`src/rtl/seq_divider_16bit.sv`:
```
// seq_divider_16bit: 16-bit unsigned restoring divider, one quotient bit per
// RUN cycle (MSB first). A start is accepted in IDLE or DONE; the operands are
// latched on that edge and the divide begins on the following edge, so a
// non-zero divide completes 17 cycles after acceptance and a divide by zero
// completes after 1 cycle. The quotient/remainder outputs are only written on
// completion, so intermediate values never appear on the ports.
module seq_divider_16bit (
    input  logic        clk,
    input  logic        rst,
    input  logic        start,
    input  logic [15:0] dividend,
    input  logic [15:0] divisor,
    output logic [15:0] quotient,
    output logic [15:0] remainder,
    output logic        busy,
    output logic        done,
    output logic        div_by_zero
);

    typedef enum logic [1:0] {
        IDLE = 2'd0,
        RUN  = 2'd1,
        DONE = 2'd2
    } state_t;

    state_t      state_q, state_d;
    logic        go_q, go_d;        // operands latched, divide begins next edge
    logic [15:0] dvd_q, dvd_d;      // dividend shifting out MSB first, quotient shifting in
    logic [15:0] dsr_q, dsr_d;      // latched divisor
    logic [15:0] rem_q, rem_d;      // partial remainder
    logic [3:0]  cnt_q, cnt_d;      // iteration counter
    logic [15:0] quo_q, quo_d;
    logic [15:0] rmd_q, rmd_d;
    logic        busy_q, busy_d;
    logic        done_q, done_d;
    logic        dbz_q, dbz_d;

    logic [16:0] shifted;
    logic [16:0] diff;

    // Next-state, datapath iteration and registered-output computation
    always_comb begin
        state_d = state_q;
        go_d    = go_q;
        dvd_d   = dvd_q;
        dsr_d   = dsr_q;
        rem_d   = rem_q;
        cnt_d   = cnt_q;
        quo_d   = quo_q;
        rmd_d   = rmd_q;
        busy_d  = busy_q;
        done_d  = 1'b0;
        dbz_d   = dbz_q;

        // 17-bit shift-in of the next dividend bit and trial subtract
        shifted = {rem_q, dvd_q[15]};
        diff    = shifted - {1'b0, dsr_q};

        case (state_q)
            RUN: begin
                // Restored remainder always fits 16 bits since it is below the divisor
                rem_d = diff[16] ? shifted[15:0] : diff[15:0];
                dvd_d = {dvd_q[14:0], ~diff[16]};
                cnt_d = cnt_q + 4'd1;
                if (cnt_q == 4'd15) begin
                    state_d = DONE;
                    busy_d  = 1'b0;
                    done_d  = 1'b1;
                    quo_d   = dvd_d;
                    rmd_d   = rem_d;
                end
            end
            default: begin
                if (go_q) begin
                    go_d = 1'b0;
                    if (dsr_q == '0) begin
                        state_d = DONE;
                        quo_d   = '1;
                        rmd_d   = dvd_q;
                        dbz_d   = 1'b1;
                        done_d  = 1'b1;
                    end else begin
                        state_d = RUN;
                        busy_d  = 1'b1;
                    end
                end else if (start) begin
                    go_d    = 1'b1;
                    dvd_d   = dividend;
                    dsr_d   = divisor;
                    rem_d   = '0;
                    cnt_d   = '0;
                    dbz_d   = 1'b0;
                    state_d = IDLE;
                end else begin
                    state_d = IDLE;
                end
            end
        endcase
    end

    // State machine and registered outputs, asynchronously cleared
    always_ff @(posedge clk or posedge rst) begin
        if (rst) begin
            state_q <= IDLE;
            go_q    <= 1'b0;
            dvd_q   <= '0;
            dsr_q   <= '0;
            rem_q   <= '0;
            cnt_q   <= '0;
            quo_q   <= '0;
            rmd_q   <= '0;
            busy_q  <= 1'b0;
            done_q  <= 1'b0;
            dbz_q   <= 1'b0;
        end else begin
            state_q <= state_d;
            go_q    <= go_d;
            dvd_q   <= dvd_d;
            dsr_q   <= dsr_d;
            rem_q   <= rem_d;
            cnt_q   <= cnt_d;
            quo_q   <= quo_d;
            rmd_q   <= rmd_d;
            busy_q  <= busy_d;
            done_q  <= done_d;
            dbz_q   <= dbz_d;
        end
    end

    assign quotient    = quo_q;
    assign remainder   = rmd_q;
    assign busy        = busy_q;
    assign done        = done_q;
    assign div_by_zero = dbz_q;

endmodule

```
`config.mk`:
```
export PLATFORM = sky130hd
export DESIGN_NAME = seq_divider_16bit
export DESIGN_NICKNAME = d
export VERILOG_FILES = /design/src/rtl/seq_divider_16bit.sv
export SDC_FILE = /design/constraint.sdc
export NUM_CORES = 1
export LEC_CHECK = 0
export ABC_CLOCK_PERIOD_IN_PS = 7040
export CELL_PAD_IN_SITES_DETAIL_PLACEMENT = 2
export CELL_PAD_IN_SITES_GLOBAL_PLACEMENT = 2
export CORE_AREA = 2 2 118 120
export CTS_CLUSTER_SIZE = 40
export DETAILED_ROUTE_END_ITERATION = 16
export DIE_AREA = 0 0 120 122
export PLACE_DENSITY_LB_ADDON = 0.1
export SLEW_MARGIN = 25
export SYNTH_ARGS = -nofsm -noshare
export SYNTH_HDL_FRONTEND = slang
export SYNTH_SLANG_ARGS = --single-unit
```
`constraint.sdc`:
```
create_clock -name clk -period 7.04 [get_ports clk]
set_input_delay 0.704 -clock clk [delete_from_list [all_inputs] [get_ports clk]]
set_output_delay 0.704 -clock clk [all_outputs]
set_load 0.005 [all_outputs]
```
== Yosys cells after proc, flatten, opt, wreduce, memory -nomap -nowiden ==
Cells that the tools add are included.

* Register bits: 90
* Input bits: 35
* Word-level logic and storage cells: 67

* Muxes and demuxes: 35
* Equal/unequal tests: 6
* Add/subtract/negate cells: 2
* Reductions and logical operators: 10
* Bitwise gates (word level): 3

{| class="wikitable"
|+ Operators with widths
! kind !! count
|-
| $mux 16 || 15
|-
| $sub 17x16->17 || 1
|-
| $logic_not 16->1 || 1
|-
| $mux 1 || 13
|-
| $mux 4 || 3
|-
| $reduce_and 3->1 || 4
|-
| $mux 2 || 4
|-
| $reduce_bool 2->1 || 4
|-
| $ne 2x1->1 const B || 3
|-
| $add 4x1->4 const B || 1
|-
| $eq 4x4->1 const B || 1
|-
| $not 1->1 || 3
|-
| $eq 2x1->1 const B || 1
|-
| $ne 2x2->1 const B || 1
|-
| $reduce_and 2->1 || 1
|}

== Logic depth before layout (Yosys ltp) ==
Gate-level depths: netlist of the first run.

* Depth after elaboration: 4
* Gate-level depth with buffers: 11

== Worst setup path after synthesis of the first run ==
Ideal clock, no wire load.

* Path kind: reg-to-reg
* Start: reg dvd_q[15]
* End: reg rmd_q[10] (netlist: remainder[10])
* Period minus slack after synthesis: 2.531 ns
* Setup slack: 4.509 ns
* Data arrival time: 2.397 ns
* Cell stages (with the launch flop): 12
* Data required time: 6.905 ns
* Path buffers: 1
* Path through: dfrtp_1 -> inv_1 -> ha_1 -> fa_1 -> nand2b_1 -> a21oi_2 -> o41ai_4 -> o21ai_1 -> xor2_2 -> buf_6 -> mux2i_1 -> o22ai_1

* Longest elaborated chain between the ends: 4

{| class="wikitable"
|+ RTL lines
! what !! line !! text
|-
| from (decl) || 28 || <nowiki>logic [15:0] dvd_q, dvd_d;</nowiki>
|-
| from (signal assigned) || 118 || <nowiki>dvd_q <= dvd_d;</nowiki>
|-
| $sub 17x16->17 || 57 || <nowiki>diff = shifted - {1'b0, dsr_q};</nowiki>
|-
| $mux 16 || 62 || <nowiki>rem_d = diff[16] ? shifted[15:0] : diff[15:0];</nowiki>
|-
| $mux 16 || 65 || <nowiki>if (cnt_q == 4'd15) begin</nowiki>
|-
| $mux 16 || 59 || <nowiki>case (state_q)</nowiki>
|-
| to (signal assigned) || 123 || <nowiki>rmd_q <= rmd_d;</nowiki>
|-
| to (decl) || 33 || <nowiki>logic [15:0] rmd_q, rmd_d;</nowiki>
|}

Every way passes these cells. The select of a mux whose other input is x is not followed.
A chain may end at the register's enable or synchronous reset.

== Worst setup path in the final report of the first run ==
* Start: reg rem_q[10]
* End: reg rmd_q[0] (netlist: remainder[0])

* Longest elaborated chain between the ends: 4

{| class="wikitable"
|+ RTL lines
! what !! line !! text
|-
| from (decl) || 30 || <nowiki>logic [15:0] rem_q, rem_d;</nowiki>
|-
| from (signal assigned) || 120 || <nowiki>rem_q <= rem_d;</nowiki>
|-
| $sub 17x16->17 || 57 ||
|-
| $mux 16 || 62 ||
|-
| $mux 16 || 65 ||
|-
| $mux 16 || 59 ||
|}

Every way passes these cells. The select of a mux whose other input is x is not followed.

==> impl_metrics.json, run 1 <==
{
  "drv_slew": 0,
  "period_minus_slack_ps": 3480,
  "setup_violations": 0,
  "required_ps": 7300,
  "reg2reg_slack_ps": 3560,
  "synth-main-ff-cell": "dfrtp_1",
  "synth_compound_area_share_pct": 19.6,
  "wl_um": 15300,
  "cts-resized-gates": 0,
  "worstSetupStartpointType": "flop",
  "place_ws_ps": 3580,
  "antenna_found_initial": 0,
  "diodes": 0,
  "dp_hpwl_um": 11200,
  "tightest_slew_ps": 898,
  "row_count": 43,
  "seqCellArea_um2": 2250,
  "synth_mux_area_share_pct": 3.34,
  "multi_input_area_um2": 2260,
  "gp_congestion": 0.856,
  "root_buffer": "clkbuf_16",
  "max_cap_viol_count": 0,
  "grt_pass1_vias": 4523,
  "crit_start": "rem_q[10]$_DFFE_PP0P_",
  "synth_top_area_cell": "dfrtp_1",
  "status": "finished clean",
  "rsz0062_at_grt": "false",
  "clock_latency_ps": 350,
  "start_util_pct": 35.2,
  "crit_family": "compound AO/OA/AOI/OAI gates",
  "yosysSeqAreaShare_pct": 47.4,
  "syn_nets": 589,
  "cts_inserted_buffers": 9,
  "postSynthCellCount": 536,
  "port_buffers": 69,
  "worst-r2r-cell-count": 9,
  "rr_startpoint": "rem_q[10]$_DFFE_PP0P_",
  "grt_max_degree": 64,
  "synth_top_family_by_area": "compound AO/OA/AOI/OAI gates",
  "ys.warnings.count": 0,
  "hold_class": "flop to flop",
  "critPathMaxFanout": 12,
  "die_h_um": 122,
  "cp_slowest_cell": "xor2_2",
  "totalPowerFinal_mw": 3.54,
  "clkTransAtPathRegs_ps": 60,
  "drc": 0,
  "grt_usage_pct": 22.0,
  "max-vdd-ir-drop_v": 0.000185,
  "fin_nets": 648,
  "numClockSinks": 90,
  "wire_per_inst_um": 19.6,
  "vias_per_cell": 5.30,
  "nFillCells": 1519,
  "p_leak_nw": 2.57,
  "firstDrtPassIters": 4,
  "rr_endpoint": "remainder[0]$_DFFE_PP0P_",
  "synth_edf_count": 0,
  "critPathBufInv": 1,
  "drive_gt1_share_pct": 6.51,
  "endpoint_kind": "flop",
  "ioPinCount": 70,
  "syn_avg_cell_area_um2": 8.87,
  "crit_chain": "ha_1, a21oi_1, o21ai_0, a311oi_1, o21ai_1, xor2_2, buf_4, mux2_2, o22ai_1",
  "core_area_um2": 13500,
  "hold_viol_final": 0,
  "die_x_um": 120,
  "synthXorXnorAreaFrac_pct": 2.55,
  "worstSetupPathType": "flop to flop",
  "cpPeakStageDelay_ps": 590,
  "maxSlewHeadroom_pct": 40.2,
  "yosysMostFrequentCell": "nand2_1",
  "async_flop_share_pct": 100,
  "cts_tree": "yes",
  "post-route-period-util_pct": 49.4,
  "overflow": 0,
  "htreeDepth": 3,
  "ctsHoldBuffers": 0,
  "hp-start": "busy$_DFFE_PP0P_",
  "via_count": 4127,
  "syn_area_um2": 4750,
  "synth_common_cells": "92 x nand2_1, 90 x dfrtp_1, 59 x nor2_1, 47 x a21oi_1, 43 x o21ai_0",
  "synth_top_cell_area_share_pct": 47.4,
  "syn_to_final_growth_pct": 23.9,
  "dieArea_um2": 14600,
  "fin_ws_ps": 3560,
  "setup_tns_ps": 0,
  "grt_pass1_wl_um": 24800,
  "synth-adder-area-share_pct": 4.90,
  "cts_setup_buffers": 0,
  "ys_ff_latch": 90,
  "power_density_nw_per_um2": 602,
  "yosysUniqueCellTypes": 57,
  "ant_nets": 0,
  "synthTopCellsByArea": "dfrtp_1 47%, nand2_1 7.3%, a21oi_1 4.9%",
  "clockBufferDepth": 2,
  "drt-initial-drc-count": 126,
  "fin_skew_ps": 10.7,
  "synth-simple-area-share_pct": 17.1,
  "cp.depth": 9,
  "fmax_ghz": 0.288,
  "cp.arrival_ps": 3740,
  "endpoint": "remainder[0]$_DFFE_PP0P_"
}
==> cell type report <==
class	instances	share of cell area, %
multi-input combinational	393	38.5
sequential	90	38.2
timing repair buffer	78	12.9
clock buffer	12	4.02
tap	180	3.82
inverter	23	1.49
clock inverter	3	1.10
==> routing by layer <==
layer	track usage, %	vias up	share of wire [%]
met4	7.94	0	1.9
met2	37.1	70	48
met3	3.18	17	2.7
met5	0	-	0
met1	28.9	2062	47
li1	-	1978	-
==> through the flow <==
| step | hold slack (ps) | cell area [um2] | util [%] | std cells |
|---|---|---|---|---|
| floorplan | 471 | 4750 | - | 536 |
| global placement | 464 | 5590 | 41.4 | 764 |
| detailed placement | 476 | 5590 | 41.4 | 764 |
| CTS | 491 | 5890 | 43.6 | 779 |
| global route | 524 | 5890 | 43.6 | 779 |
| finish | 485 | 5890 | 43.6 | 779 |
==> power breakdown <==
group	internal (mW)	switching [mW]	total [mW]
clock network	0.309	0.199	0.508
logic	0.868	1.19	2.06
registers	0.775	0.206	0.981
==> cells in the final DEF, fill, tap and decap left out, types with 3 or more instances in the layout <==
| cell type | instances |
|---|---|
| clkbuf_16 | 9 |
| o22ai_1 | 10 |
| or3_1 | 3 |
| nor4_1 | 6 |
| nand3_1 | 5 |
| inv_1 | 22 |
| mux2i_1 | 11 |
| nand2_1 | 92 |
| clkdlybuf4s50_1 | 69 |
| nand4_1 | 3 |
| nand2b_1 | 4 |
| o21ai_0 | 43 |
| a31oi_1 | 20 |
| dfrtp_1 | 90 |
| nor3_1 | 4 |
| xnor2_1 | 6 |
| o21ai_1 | 11 |
| buf_4 | 9 |
| nor2b_1 | 4 |
| xor2_1 | 6 |
| nor2_1 | 58 |
| clkbuf_1 | 3 |
| a21oi_1 | 47 |
| ha_1 | 17 |
| mux2_2 | 3 |
==> how the worst min path moves through the flow <==
stage / end / slack, ps / depth (start not counted)
floorplan: busy$_DFFE_PP0P_ / 470 / 2
global placement: busy$_DFFE_PP0P_ / 460 / 2
detailed placement: busy$_DFFE_PP0P_ / 480 / 2
CTS: busy$_DFFE_PP0P_ / 490 / 2
global route: busy$_DFFE_PP0P_ / 520 / 2
finish: busy$_DFFE_PP0P_ / 480 / 2
==> cell families after synthesis <==
family	count (synthesis)
xor+xnor	13
compound gates	157
flops	90
fa+ha+maj	18
simple gates	190
buf+inv	53
mux	15
==> tightest hold or removal path, cell delays in order, from the launching register on <==
cell	delay (ps)
dfrtp_1	340
nand2_1	50
nand2_1	60
==> state kept, by name, indices dropped and copies added (netlist names) <==
signal and flops:
done 1, div_by_zero 1, busy 1, rem_q 16
remainder 16, state_q 2, quotient 16, dsr_q 16
cnt_q 4, go_q 1, dvd_q 16
Power figures use the tool's default switching activity.
==> run 2: changes to the inputs <==
ABC_CLOCK_PERIOD_IN_PS = 2900   (was 7040)
CORE_AREA = 2 2 129 131   (was 2 2 118 120)
DIE_AREA = 0 0 131 133   (was 0 0 120 122)
clock period = 2.9 ns   (was 7.04 ns; I/O delays follow)
==> run 2 against run 1 <==
  * Count of clock-buffer cells in the layout increased by 1
  * Cell count up 7.2%
  * Via count up 2.2%
  * First-iteration DRC count shrank 24%
  * Critical path type unchanged
==> impl_metrics.json, run 2 (same netlist as run 1, synthesis figures left out) <==
{
  "clockBufferDepth": 2,
  "p_leak_nw": 2.63,
  "seqCellArea_um2": 2250,
  "worstSetupPathType": "flop to flop",
  "multi_input_area_um2": 2300,
  "cpPeakStageDelay_ps": 370,
  "drt-initial-drc-count": 96,
  "layout_commonest_cell": "nand2_1",
  "dieArea_um2": 17400,
  "fmax_ghz": 0.367,
  "dp_hpwl_um": 11600,
  "wl_um": 15700,
  "die_x_um": 131,
  "critPathMaxFanout": 15,
  "antenna_found_initial": 0,
  "totalPowerFinal_mw": 8.80,
  "layout_common_cells": "92 x nand2_1, 90 x dfrtp_1, 69 x clkdlybuf4s50_1",
  "gp_congestion": 0.813,
  "syn_to_final_growth_pct": 28.1,
  "post-route-period-util_pct": 93.9,
  "wire_per_inst_um": 18.8,
  "grt_max_degree": 50,
  "worstSetupStartpointType": "flop",
  "clock_latency_ps": 350,
  "hold_viol_final": 0,
  "place_ws_ps": 31.9,
  "required_ps": 3120,
  "cts_tree": "yes",
  "cp.arrival_ps": 2950,
  "row_count": 47,
  "overflow": 0,
  "fin_skew_ps": 3.23,
  "ant_nets": 0,
  "rsz0062_at_grt": "false",
  "max_cap_viol_count": 0,
  "grt_pass1_wl_um": 25600,
  "port_buffers": 69,
  "max-vdd-ir-drop_v": 0.000411,
  "grt_usage_pct": 19.2,
  "clkTransAtPathRegs_ps": 60,
  "hold_class": "input pin to async pin",
  "core_area_um2": 16200,
  "nFillCells": 1802,
  "setup_violations": 0,
  "firstDrtPassIters": 4,
  "die_h_um": 133,
  "maxSlewHeadroom_pct": 60.7,
  "via_count": 4216,
  "start_util_pct": 29.4,
  "status": "finished clean",
  "fin_util_pct": 37.7,
  "dpl_cell_area_um2": 5790,
  "fin_ws_ps": 178,
  "stdcell_area_um2": 6090,
  "cp_slowest_cell": "fa_2",
  "root_buffer": "clkbuf_16",
  "cts_inserted_buffers": 9,
  "ioPinCount": 70,
  "ctsHoldBuffers": 0,
  "htreeDepth": 3,
  "numClockSinks": 90,
  "crit_chain": "inv_1, ha_1, fa_2, nand2b_2, a21oi_4, o41ai_4, o21ai_2, xor2_2, buf_6, mux2i_2, o22ai_1",
  "tightest_slew_ps": 583,
  "diodes": 0,
  "fin_nets": 664,
  "drive_gt1_share_pct": 9.92,
  "drv_slew": 0,
  "grt_pass1_vias": 4661,
  "drc": 0,
  "power_density_nw_per_um2": 1440,
  "period_minus_slack_ps": 2720,
  "endpoint_kind": "flop",
  "vias_per_cell": 5.05
}
run 2: cell types whose count changed in the layout (fill, tap and decap cells not counted), moves of 2 or more:
cell / previous run / this run
mux2i_2: 0 / 4
buf_4: 9 / 20
bufinv_16: 2 / 0
buf_12: 0 / 3
buf_6: 0 / 2
mux2i_1: 11 / 7
clkinvlp_4: 0 / 2
run 2: critical path: cells and delay by family (launching register included):
kind                       cells  cell delay (ps)
DFF                            1              360
buffers and inverters          2              310
and+or+nand+nor                1              220
AOI/OAI and AO/OA              4              590
xor gates and xnor gates       1              210
muxes                          1              300
adders and majority gates      2              610
run 2: power by group:
| part | internal, mW | switching, mW |
|---|---|---|
| registers | 1.88 | 0.503 |
| clock network | 0.579 | 0.509 |
| logic | 2.37 | 2.96 |
run 2: layout make-up:
cell class,instances,area share [%]
multi-input combinational,393,37.7
sequential,90,37.0
timing repair buffer,94,15.2
tap,220,4.52
clock buffer,13,3.94
inverter,23,1.44
clock inverter,2,0.247
run 2: metal layers:
metal / GRT usage, % / wire length, um
met1: 27.2 / 7660
met4: 4.79 / 180
met5: 0 / 0
met2: 30.2 / 7350
met3: 3.40 / 478
run 2: stage by stage:
step,setup TNS (ps),hold WS (ps),cells
after floorplan,0,407,536
after global placement,0,462,819
after detailed placement,0,475,819
after CTS,-5.75,261,834
after global routing,0,268,835
final,0,246,835
run 2: worst paths after layout:
path	from	endpoint	slack [ps]	depth (start not counted)
setup / recovery	dvd_q[15]$_DFFE_PP0P_	remainder[9]$_DFFE_PP0P_	180	11
hold / removal	rst	quotient[4]$_DFFE_PP0P_	250	2
setup reg to reg	dvd_q[15]$_DFFE_PP0P_	remainder[9]$_DFFE_PP0P_	180	11
hold reg to reg	busy$_DFFE_PP0P_	busy$_DFFE_PP0P_	490	2
max in group asynchronous	rst	dsr_q[12]$_DFFE_PP0P_	2010	3
min in group clk	busy$_DFFE_PP0P_	busy$_DFFE_PP0P_	490	2
run 2: timing repair:
item,in CTS,in global routing
gates resized for setup,2,8
endpoints found under the setup margin,3,31
buffers inserted,0,1
pin swaps,0,1
==> run 3: changes to the inputs <==
SETUP_SLACK_MARGIN = 0.05   (was not set)
==> run 3 against run 2 <==
  * Final area up 0.31%
  * Global-route usage about the same
  * Via count about the same
  * Flip-flop and latch count unchanged
  * Worst setup slack better by 60 ps
  * Maximum frequency up 2.2%
  * Non-clock buffer count up 1
  * Power up 1.1%
  * Core utilization up 0.12 points
==> impl_metrics.json, run 3 (same netlist as run 1, synthesis figures left out) <==
{
  "layout_common_cells": "92 x nand2_1, 90 x dfrtp_1, 69 x clkdlybuf4s50_1",
  "antenna_found_initial": 0,
  "numClockSinks": 90,
  "grt_pass1_wl_um": 25600,
  "status": "finished clean",
  "worstSetupStartpointType": "flop",
  "post-route-period-util_pct": 91.8,
  "root_buffer": "clkbuf_16",
  "rsz0062_at_grt": "false",
  "place_ws_ps": 31.9,
  "maxSlewHeadroom_pct": 64.6,
  "layout_commonest_cell": "nand2_1",
  "hold_viol_final": 0,
  "clock_latency_ps": 350,
  "ctsHoldBuffers": 0,
  "syn_to_final_growth_pct": 28.5,
  "critPathMaxFanout": 14,
  "drc": 0,
  "fin_ws_ps": 237,
  "max_cap_viol_count": 0,
  "p_sw_mw": 4.01,
  "p_leak_nw": 2.64,
  "gp_congestion": 0.813,
  "port_buffers": 69,
  "max-vdd-ir-drop_v": 0.000395,
  "p_comb_share_pct": 60.9,
  "start_util_pct": 29.4,
  "cp.arrival_ps": 2890,
  "fin_skew_ps": 3.47,
  "die_h_um": 133,
  "p_int_mw": 4.88,
  "setup_violations": 0,
  "swShare_pct": 45.1,
  "hold_class": "input pin to async pin",
  "dp_hpwl_um": 11600,
  "firstDrtPassIters": 4,
  "endpoint_kind": "flop",
  "drive_gt1_share_pct": 10.2,
  "power_density_nw_per_um2": 1460,
  "ioPinCount": 70,
  "overflow": 0,
  "ant_nets": 0,
  "vias_per_cell": 5.04,
  "via_count": 4217,
  "htreeDepth": 3,
  "setup_tns_ps": 0,
  "cts_tree": "yes",
  "fin_nets": 665,
  "tightest_slew_ps": 530,
  "die_x_um": 131,
  "pwr-share-seq_pct": 26.8,
  "dieArea_um2": 17400,
  "wire_per_inst_um": 18.9,
  "grt_max_degree": 50,
  "grt_usage_pct": 19.2,
  "fmax_ghz": 0.376,
  "drv_slew": 0,
  "row_count": 47,
  "drt-initial-drc-count": 104,
  "clkTransAtPathRegs_ps": 60,
  "wl_um": 15800,
  "grt_pass1_vias": 4678,
  "clockBufferDepth": 2,
  "cts_inserted_buffers": 9,
  "period_minus_slack_ps": 2660,
  "totalPowerFinal_mw": 8.89,
  "diodes": 0,
  "power_frac_clock_pct": 12.3,
  "required_ps": 3120,
  "worstSetupPathType": "flop to flop",
  "core_area_um2": 16200
}
## run 3: cell types whose count changed in the layout (fill, tap and decap cells not counted)
cell	delta
nand2b_4	+1
nor4_2	+1
nand2b_2	-1
a21boi_0	-1
a21boi_1	+1
o21ai_0	-2
o21ai_1	+2
nor4_1	-1
buf_4	+1
## run 3: power groups by stage
| stage | clock [mW] | combinational [mW] | sequential [mW] |
|---|---|---|---|
| final | 1.09 | 5.42 | 2.38 |
| after global routing | 1.18 | 6.04 | 2.47 |
| after CTS | 1.13 | 5.29 | 2.39 |
| after detailed placement | 0 | 5.13 | 2.39 |
| after global placement | 0 | 4.92 | 2.39 |
| after floorplan | 0 | 3.45 | 2.23 |
## run 3: metrics by stage
step | hold WS (ps) | cell area [um2] | utilization (%) | cells
global route | 268 | 6110 | 37.8 | 836
detailed placement | 475 | 5790 | 35.8 | 819
global placement | 462 | 5790 | 35.8 | 819
CTS | 261 | 6060 | 37.5 | 834
floorplan | 407 | 4750 | - | 536
finish | 246 | 6110 | 37.8 | 836
## run 3: worst paths after layout
check,end,from,depth (start not counted),slack (ps)
hold reg to reg,busy$_DFFE_PP0P_,busy$_DFFE_PP0P_,2,490
hold / removal,quotient[4]$_DFFE_PP0P_,rst,2,250
setup / recovery,remainder[9]$_DFFE_PP0P_,dvd_q[15]$_DFFE_PP0P_,11,240
max in group asynchronous,dsr_q[12]$_DFFE_PP0P_,rst,3,2010
setup reg to reg,remainder[9]$_DFFE_PP0P_,dvd_q[15]$_DFFE_PP0P_,11,240
min in group clk,busy$_DFFE_PP0P_,busy$_DFFE_PP0P_,2,490
## run 3: area by class of cell
cell class	count	area, um2
Timing Repair Buffer	95	931
Clock buffer	13	240
Inverter	23	87.6
Fill cell	1799	10100
Multi-Input combinational cell	393	2310
Sequential cell	90	2250
Tap cell	220	275
Clock inverter	2	15.0
## run 3: timing repair
| action | 4_1_cts | 5_1_grt |
|---|---|---|
| endpoints found under the setup margin | 16 | 31 |
| resized for setup | 5 | 10 |
| hold endpoints to repair | 0 | 0 |
| pin swaps | 1 | 4 |
| buffers inserted | 0 | 2 |
| cloned | 0 | 0 |
## run 3: worst max-delay path, stage by stage (launching register included)
cell	delay (ps)
dfrtp_1	360
inv_1	80
ha_1	230
fa_2	380
nand2b_4	180
a21oi_4	170
o41ai_4	110
o21ai_2	190
xor2_2	210
buf_6	220
mux2i_2	300
o22ai_1	110
## run 3: per-layer routing
| layer | GRT usage, % | up-vias | wire [um] |
|---|---|---|---|
| li1 | - | 2010 | - |
| met1 | 27.2 | 2133 | 7710 |
| met2 | 30.3 | 63 | 7410 |
| met3 | 3.40 | 11 | 463 |
| met4 | 4.79 | 0 | 180 |
| met5 | 0 | - | 0 |
